===== config.mk =====
export PLATFORM = sky130hd
export DESIGN_NAME = cordic_sqrt_prenorm
export DESIGN_NICKNAME = d
export VERILOG_FILES = /design/src/rtl/cordic_sqrt_pkg.sv /design/src/rtl/cordic_tag_pipe.sv /design/src/rtl/cordic_sqrt_prenorm.sv
export SDC_FILE = /design/constraint.sdc
export NUM_CORES = 1
export LEC_CHECK = 0
export BUFFER_PORTS_ARGS = -buffer_cell sky130_fd_sc_hd__buf_2
export CAP_MARGIN = 30
export CORE_ASPECT_RATIO = 0.8
export CORE_MARGIN = 2
export CORE_UTILIZATION = 50
export DETAILED_ROUTE_END_ITERATION = 8
export MAX_ROUTING_LAYER = met4
export PLACE_DENSITY_LB_ADDON = 0.12
export SLEW_MARGIN = 20
export SYNTH_ARGS = -nofsm -noshare
export SYNTH_HDL_FRONTEND = slang
export SYNTH_SLANG_ARGS = --single-unit
export TNS_END_PERCENT = 5

===== constraint.sdc =====
create_clock -name clock -period 1.93 [get_ports clock]
set_input_delay 0.193 -clock clock [delete_from_list [all_inputs] [get_ports clock]]
set_output_delay 0.193 -clock clock [all_outputs]
set_load 0.005 [all_outputs]

===== src/rtl/cordic_sqrt_pkg.sv =====
// Shared types and defaults for the cordic_sqrt operand path (prenorm, tag pipe, denorm).
package cordic_sqrt_pkg;

  localparam int DSIZE_DEF    = 16;
  localparam int SQRT_LAT_DEF = 6;

  // Width of the shift-pair count k, which ranges over 0..dsize/2-1.
  function automatic int exp_width(input int dsize);
    return $clog2(dsize / 2 + 1);
  endfunction

  localparam int EXPW_DEF = exp_width(DSIZE_DEF);

  typedef enum logic [1:0] {IDLE, SHIFT, ISSUE} state_e;

  typedef struct packed {
    logic                valid;
    logic [EXPW_DEF-1:0] exp;
    logic                zero;
  } tag_t;

endpackage


===== src/rtl/cordic_tag_pipe.sv =====
// Reset-cleared fixed-depth delay line for {valid, exp, zero} tags; no stall path.
module cordic_tag_pipe #(
  parameter int DEPTH = 6,
  parameter int W     = 6
) (
  input  logic         clock,
  input  logic         rst_n,
  input  logic [W-1:0] din_i,
  output logic [W-1:0] dout_o
);

  logic [DEPTH-1:0][W-1:0] stage_q;

  always_ff @(posedge clock or negedge rst_n) begin
    if (!rst_n) begin
      stage_q <= '0;
    end else begin
      stage_q[0] <= din_i;
      for (int i = 1; i < DEPTH; i++) stage_q[i] <= stage_q[i-1];
    end
  end

  assign dout_o = stage_q[DEPTH-1];

endmodule


===== src/rtl/cordic_sqrt_prenorm.sv =====
// Normalizes an unsigned fraction into [1/4,1) by even left shifts ahead of cordic_sqrt.
// Build option SQRT_PRENORM_FAST_EN: single-cycle leading-zero-pair encoder instead of SHIFT loop.
module cordic_sqrt_prenorm
  import cordic_sqrt_pkg::*;
#(
  parameter int  DSIZE    = DSIZE_DEF,
  parameter int  SQRT_LAT = SQRT_LAT_DEF,
  localparam int EXPW     = exp_width(DSIZE)
) (
  input  logic             clock,
  input  logic             rst_n,
  input  logic             in_valid,
  output logic             in_ready,
  input  logic [DSIZE-1:0] in_data,
  output logic [DSIZE-1:0] d,
  output logic             issue,
  output logic             q_valid,
  output logic [EXPW-1:0]  q_exp,
  output logic             q_zero
);

  localparam int TAGW = EXPW + 2;

  state_e           state_q, state_d;
  logic [DSIZE-1:0] sh_q, sh_d, d_q, d_d, sh_next;
  logic [EXPW-1:0]  k_q, k_d, tag_k_q, tag_k_d;
  logic             zero_q, zero_d;
  logic             tag_vld_q, tag_vld_d, tag_zero_q, tag_zero_d;

`ifdef SQRT_PRENORM_FAST_EN
  logic [EXPW-1:0] lz_k;

  // Highest nonzero bit pair wins; a zero operand leaves k at 0.
  always_comb begin
    lz_k = '0;
    for (int i = 0; i < DSIZE/2; i++)
      if (in_data[2*i +: 2] != 2'b00) lz_k = EXPW'(DSIZE/2 - 1 - i);
  end
`endif

  assign sh_next = sh_q << 2;

  always_comb begin
    state_d    = state_q;
    sh_d       = sh_q;
    k_d        = k_q;
    zero_d     = zero_q;
    d_d        = d_q;
    tag_vld_d  = 1'b0;
    tag_k_d    = '0;
    tag_zero_d = 1'b0;
    in_ready   = 1'b0;
    unique case (state_q)
      IDLE: begin
        in_ready = 1'b1;
        if (in_valid) begin
          zero_d = (in_data == '0);
`ifdef SQRT_PRENORM_FAST_EN
          sh_d    = in_data << {lz_k, 1'b0};
          k_d     = lz_k;
          state_d = ISSUE;
`else
          sh_d    = in_data;
          k_d     = '0;
          state_d = (in_data == '0 || in_data[DSIZE-1 -: 2] != 2'b00) ? ISSUE : SHIFT;
`endif
        end
      end
      SHIFT: begin
        sh_d = sh_next;
        k_d  = k_q + EXPW'(1);
        if (sh_next[DSIZE-1 -: 2] != 2'b00) state_d = ISSUE;
      end
      ISSUE: begin
        d_d        = zero_q ? '0 : sh_q;
        tag_vld_d  = 1'b1;
        tag_k_d    = k_q;
        tag_zero_d = zero_q;
        state_d    = IDLE;
      end
      default: state_d = IDLE;
    endcase
  end

  always_ff @(posedge clock or negedge rst_n) begin
    if (!rst_n) begin
      state_q    <= IDLE;
      sh_q       <= '0;
      k_q        <= '0;
      zero_q     <= 1'b0;
      d_q        <= '0;
      tag_vld_q  <= 1'b0;
      tag_k_q    <= '0;
      tag_zero_q <= 1'b0;
    end else begin
      state_q    <= state_d;
      sh_q       <= sh_d;
      k_q        <= k_d;
      zero_q     <= zero_d;
      d_q        <= d_d;
      tag_vld_q  <= tag_vld_d;
      tag_k_q    <= tag_k_d;
      tag_zero_q <= tag_zero_d;
    end
  end

  assign d     = d_q;
  assign issue = tag_vld_q;

  // Tag registered with d enters the line, so the tail lines up SQRT_LAT edges after d.
  cordic_tag_pipe #(
    .DEPTH (SQRT_LAT),
    .W     (TAGW)
  ) u_tag_pipe (
    .clock  (clock),
    .rst_n  (rst_n),
    .din_i  ({tag_vld_q, tag_k_q, tag_zero_q}),
    .dout_o ({q_valid, q_exp, q_zero})
  );

endmodule

==> impl_metrics.tcl <==
set metrics [dict create \
    status "completed" \
    via_count 1803 \
    final_hold_viol_count 0 \
    path_clk_slew_ns 0.08 \
    ys_seq_elements 81 \
    grt_max_degree 56 \
    instances_no_fill 355 \
    clockRootBuffer "clkbuf_8" \
    dr.pass1.iters 5 \
    synth_edf_count 0 \
    synth_flop_cell "dfrtp_1" \
    syn-cell-area_um2 2915 \
    drc 0 \
    rsz0062_at_grt "false" \
    critPathMaxFanout 12 \
    dieArea_um2 6461 \
    post-cts-setup-buffers 0 \
    cpMaxStageDelayCell "dfrtp_1" \
    num_rows 24 \
    antenna_found_initial 0 \
    gp_congestion 0.8810 \
    syn_nets 250 \
    finalCriticalPeriod_ns 1.461 \
    crit_required_ns 1.74 \
    syn_to_final_growth_pct 15.41 \
    crit_path_start_kind "flop" \
    setup_viol 0 \
    n_fill_cell 465 \
    grt_pass1_vias 1652 \
    drv_slew 0 \
    arrival_ns 1.27 \
    io_buffers 42 \
    synth.distinct_cells 30 \
    cts_tree "built" \
    tightest_slew_ns 0.6614 \
    critPathCaptureType "output pin" \
    ant_nets 0 \
    postSynth.asyncResetShare_pct 100.0 \
    cts.repair.resized 0 \
    dp.cells 340 \
    drtIter0Drc 85 \
    place_area_um2 3149 \
    regArea_um2 2027 \
    worst-setup-path-type "reg2out" \
    synth.avg_cell_area_um2 12.68 \
    cts_hold_buf 1 \
    syn_inst 230 \
    drive_gt1_share_pct 24.19 \
    worst_skew_pair.late_latency_ns 0.34 \
    multi_input_area_um2 745.7 \
    p_leak_nw 1.727 \
    core_um2 5525 \
    max_stage_delay_ns 0.49 \
    ir_worst_vdd_mv 0.5823 \
    numCtsBuffers 9 \
    final_cell_area_um2 3364 \
    drt-wirelength-per-cell_um 14.47 \
    die_w_um 89.37 \
    synth_seq_area_share_pct 69.53 \
    slew_headroom_pct 55.91 \
    fmax_mhz 684.5 \
    io_pins 43 \
    cts_sinks 81 \
    cp_cell_sequence "nor2_1 > buf_2" \
    wirelength_um 5138 \
    worstSetupStartpoint "state_q[0]" \
    power_density_nw_per_um2 1286 \
    grt_pass1_wl_um 8445 \
    fin_crit_sh_pct 75.69 \
    setup_tns_ns 0 \
    yosys_warnings 0 \
    grt-ovfl-total 0 \
    vias_per_cell 5.079 \
    start_util_pct 52.76 \
    die_h_um 72.30 \
    clockBufferDepth 2 \
    timing.rr.start "state_q[0]" \
    hp-class "in2reg" \
    fin_skew_ns 0.004058 \
    final_nets 294 \
    htreeDepth 3 \
    worstHoldStart "in_data[0]" \
    grt_usage_pct 18.62 \
    max-cap-violations 0 \
    dp_hpwl_um 3527 \
    antenna_cells 0 \
]
Yosys cell counts, types with 2 or more instances:
cell / instances / area share [%]
a21oi_1: 3 / 0.51
a22o_1: 3 / 0.90
a22oi_1: 11 / 2.8
a32o_1: 3 / 1.0
and2_1: 5 / 1.1
and3b_1: 3 / 0.90
buf_2: 4 / 0.69
buf_4: 7 / 1.8
buf_6: 5 / 1.9
clkbuf_1: 2 / 0.26
dfrtp_1: 81 / 70
nand2_1: 48 / 6.2
nand2b_1: 3 / 0.64
nand3b_1: 16 / 4.1
nor2_1: 3 / 0.39
nor4_1: 5 / 1.1
o21ai_0: 14 / 2.4
o21ai_1: 2 / 0.34
kinds of logic (layout without fill, tap and decap cells):
logic type      count (synthesis)  count (layout)  synth area share, %
simple gates                   88              88                15.58
buf+inv                        19              66                4.893
mux                             2               2               0.7296
fa+ha+maj                       1               1               0.4291
flops                          81              81                69.53
compound gates                 39              39                8.842
report_power, final:
part | leakage [nW] | switching (W) | internal [W]
registers | 1.08 | 0.000237 | 0.00204
clock network | 0.102 | 0.000571 | 0.000716
logic | 0.550 | 0.000431 | 0.000329
cell type report:
type / instances / area share, %
Clock buffer: 9 / 3.682
Clock inverter: 5 / 2.417
Inverter: 1 / 0.1859
Multi-Input combinational cell: 130 / 22.16
Sequential cell: 81 / 60.25
Tap cell: 78 / 2.901
Timing Repair Buffer: 51 / 8.405
through the flow:
| step | util [%] | worst slack [ns] | total power, W | hold WS, ns |
|---|---|---|---|---|
| 5_1_grt | 60.89 | 0.3750 | 0.004616 | 0.08629 |
| 3_3_place_gp | 57.00 | 0.5848 | 0.003048 | 0.2670 |
| 4_1_cts | 60.89 | 0.4654 | 0.004377 | 0.08845 |
| 3_5_place_dp | 57.00 | 0.5500 | 0.003081 | 0.2747 |
| 6_report | 60.89 | 0.4692 | 0.004326 | 0.1133 |
| 2_1_floorplan | - | 0.8064 | 0.002738 | -0.1026 |
placed cells by master (no fill, tap or decap), drive strengths merged:
cell type    instances
or3b                 1
dlygate4sd3          1
a21oi                3
inv                  2
dfrtp               81
buf                 50
o221ai               1
nor4                 5
nand2b               3
nand3b              16
clkinv               1
nor2                 3
clkinvlp             1
a22oi               11
nand3                1
nand2               48
and3b                3
nand4                1
mux2i                1
a32o                 3
o211ai               1
a22o                 3
nor2b                2
ha                   1
o21ai               16
o21bai               1
mux2                 1
bufinv               2
and2                 5
clkbuf               9
state kept, by name (all words and copies together), names as in the netlist:
| name | count |
|---|---|
| k_q | 4 |
| tag_k_q | 4 |
| sh_q | 16 |
| state_q | 2 |
| u_tag_pipe.stage_q | 30 |
| u_tag_pipe.dout_o | 6 |
| tag_zero_q | 1 |
| d | 16 |
| zero_q | 1 |
| issue | 1 |
worst max-delay path, delay by kind of cell (launching register included):
| kind | cells | cell delay (ns) |
|---|---|---|
| flops | 1 | 0.49 |
| buf+inv | 1 | 0.17 |
| simple gates | 1 | 0.27 |
worst paths after layout:
path	end	cells after the start	slack, ns
min in group asynchronous	u_tag_pipe.dout_o[3]	2	0.43
worst max register to register	k_q[2]	4	0.52
max in group asynchronous	sh_q[2]	3	0.87
worst min-delay path	sh_q[0]	2	0.11
worst min register to register	u_tag_pipe.stage_q[11]	0	0.35
worst max-delay path	in_ready	2	0.47
routing by layer:
layer  up-vias  part of all wire, %  wire, um  global-route usage (%)
met1       866                   53      2731                   28.63
met4         0                 0.84        43                   5.638
met2        58                   39      2014                   22.63
met5         -                    0         0                       -
met3         6                  6.8       349                   7.281
li1        873                    -         -                       -
Note: power is estimated with default switching activity, not from simulation.
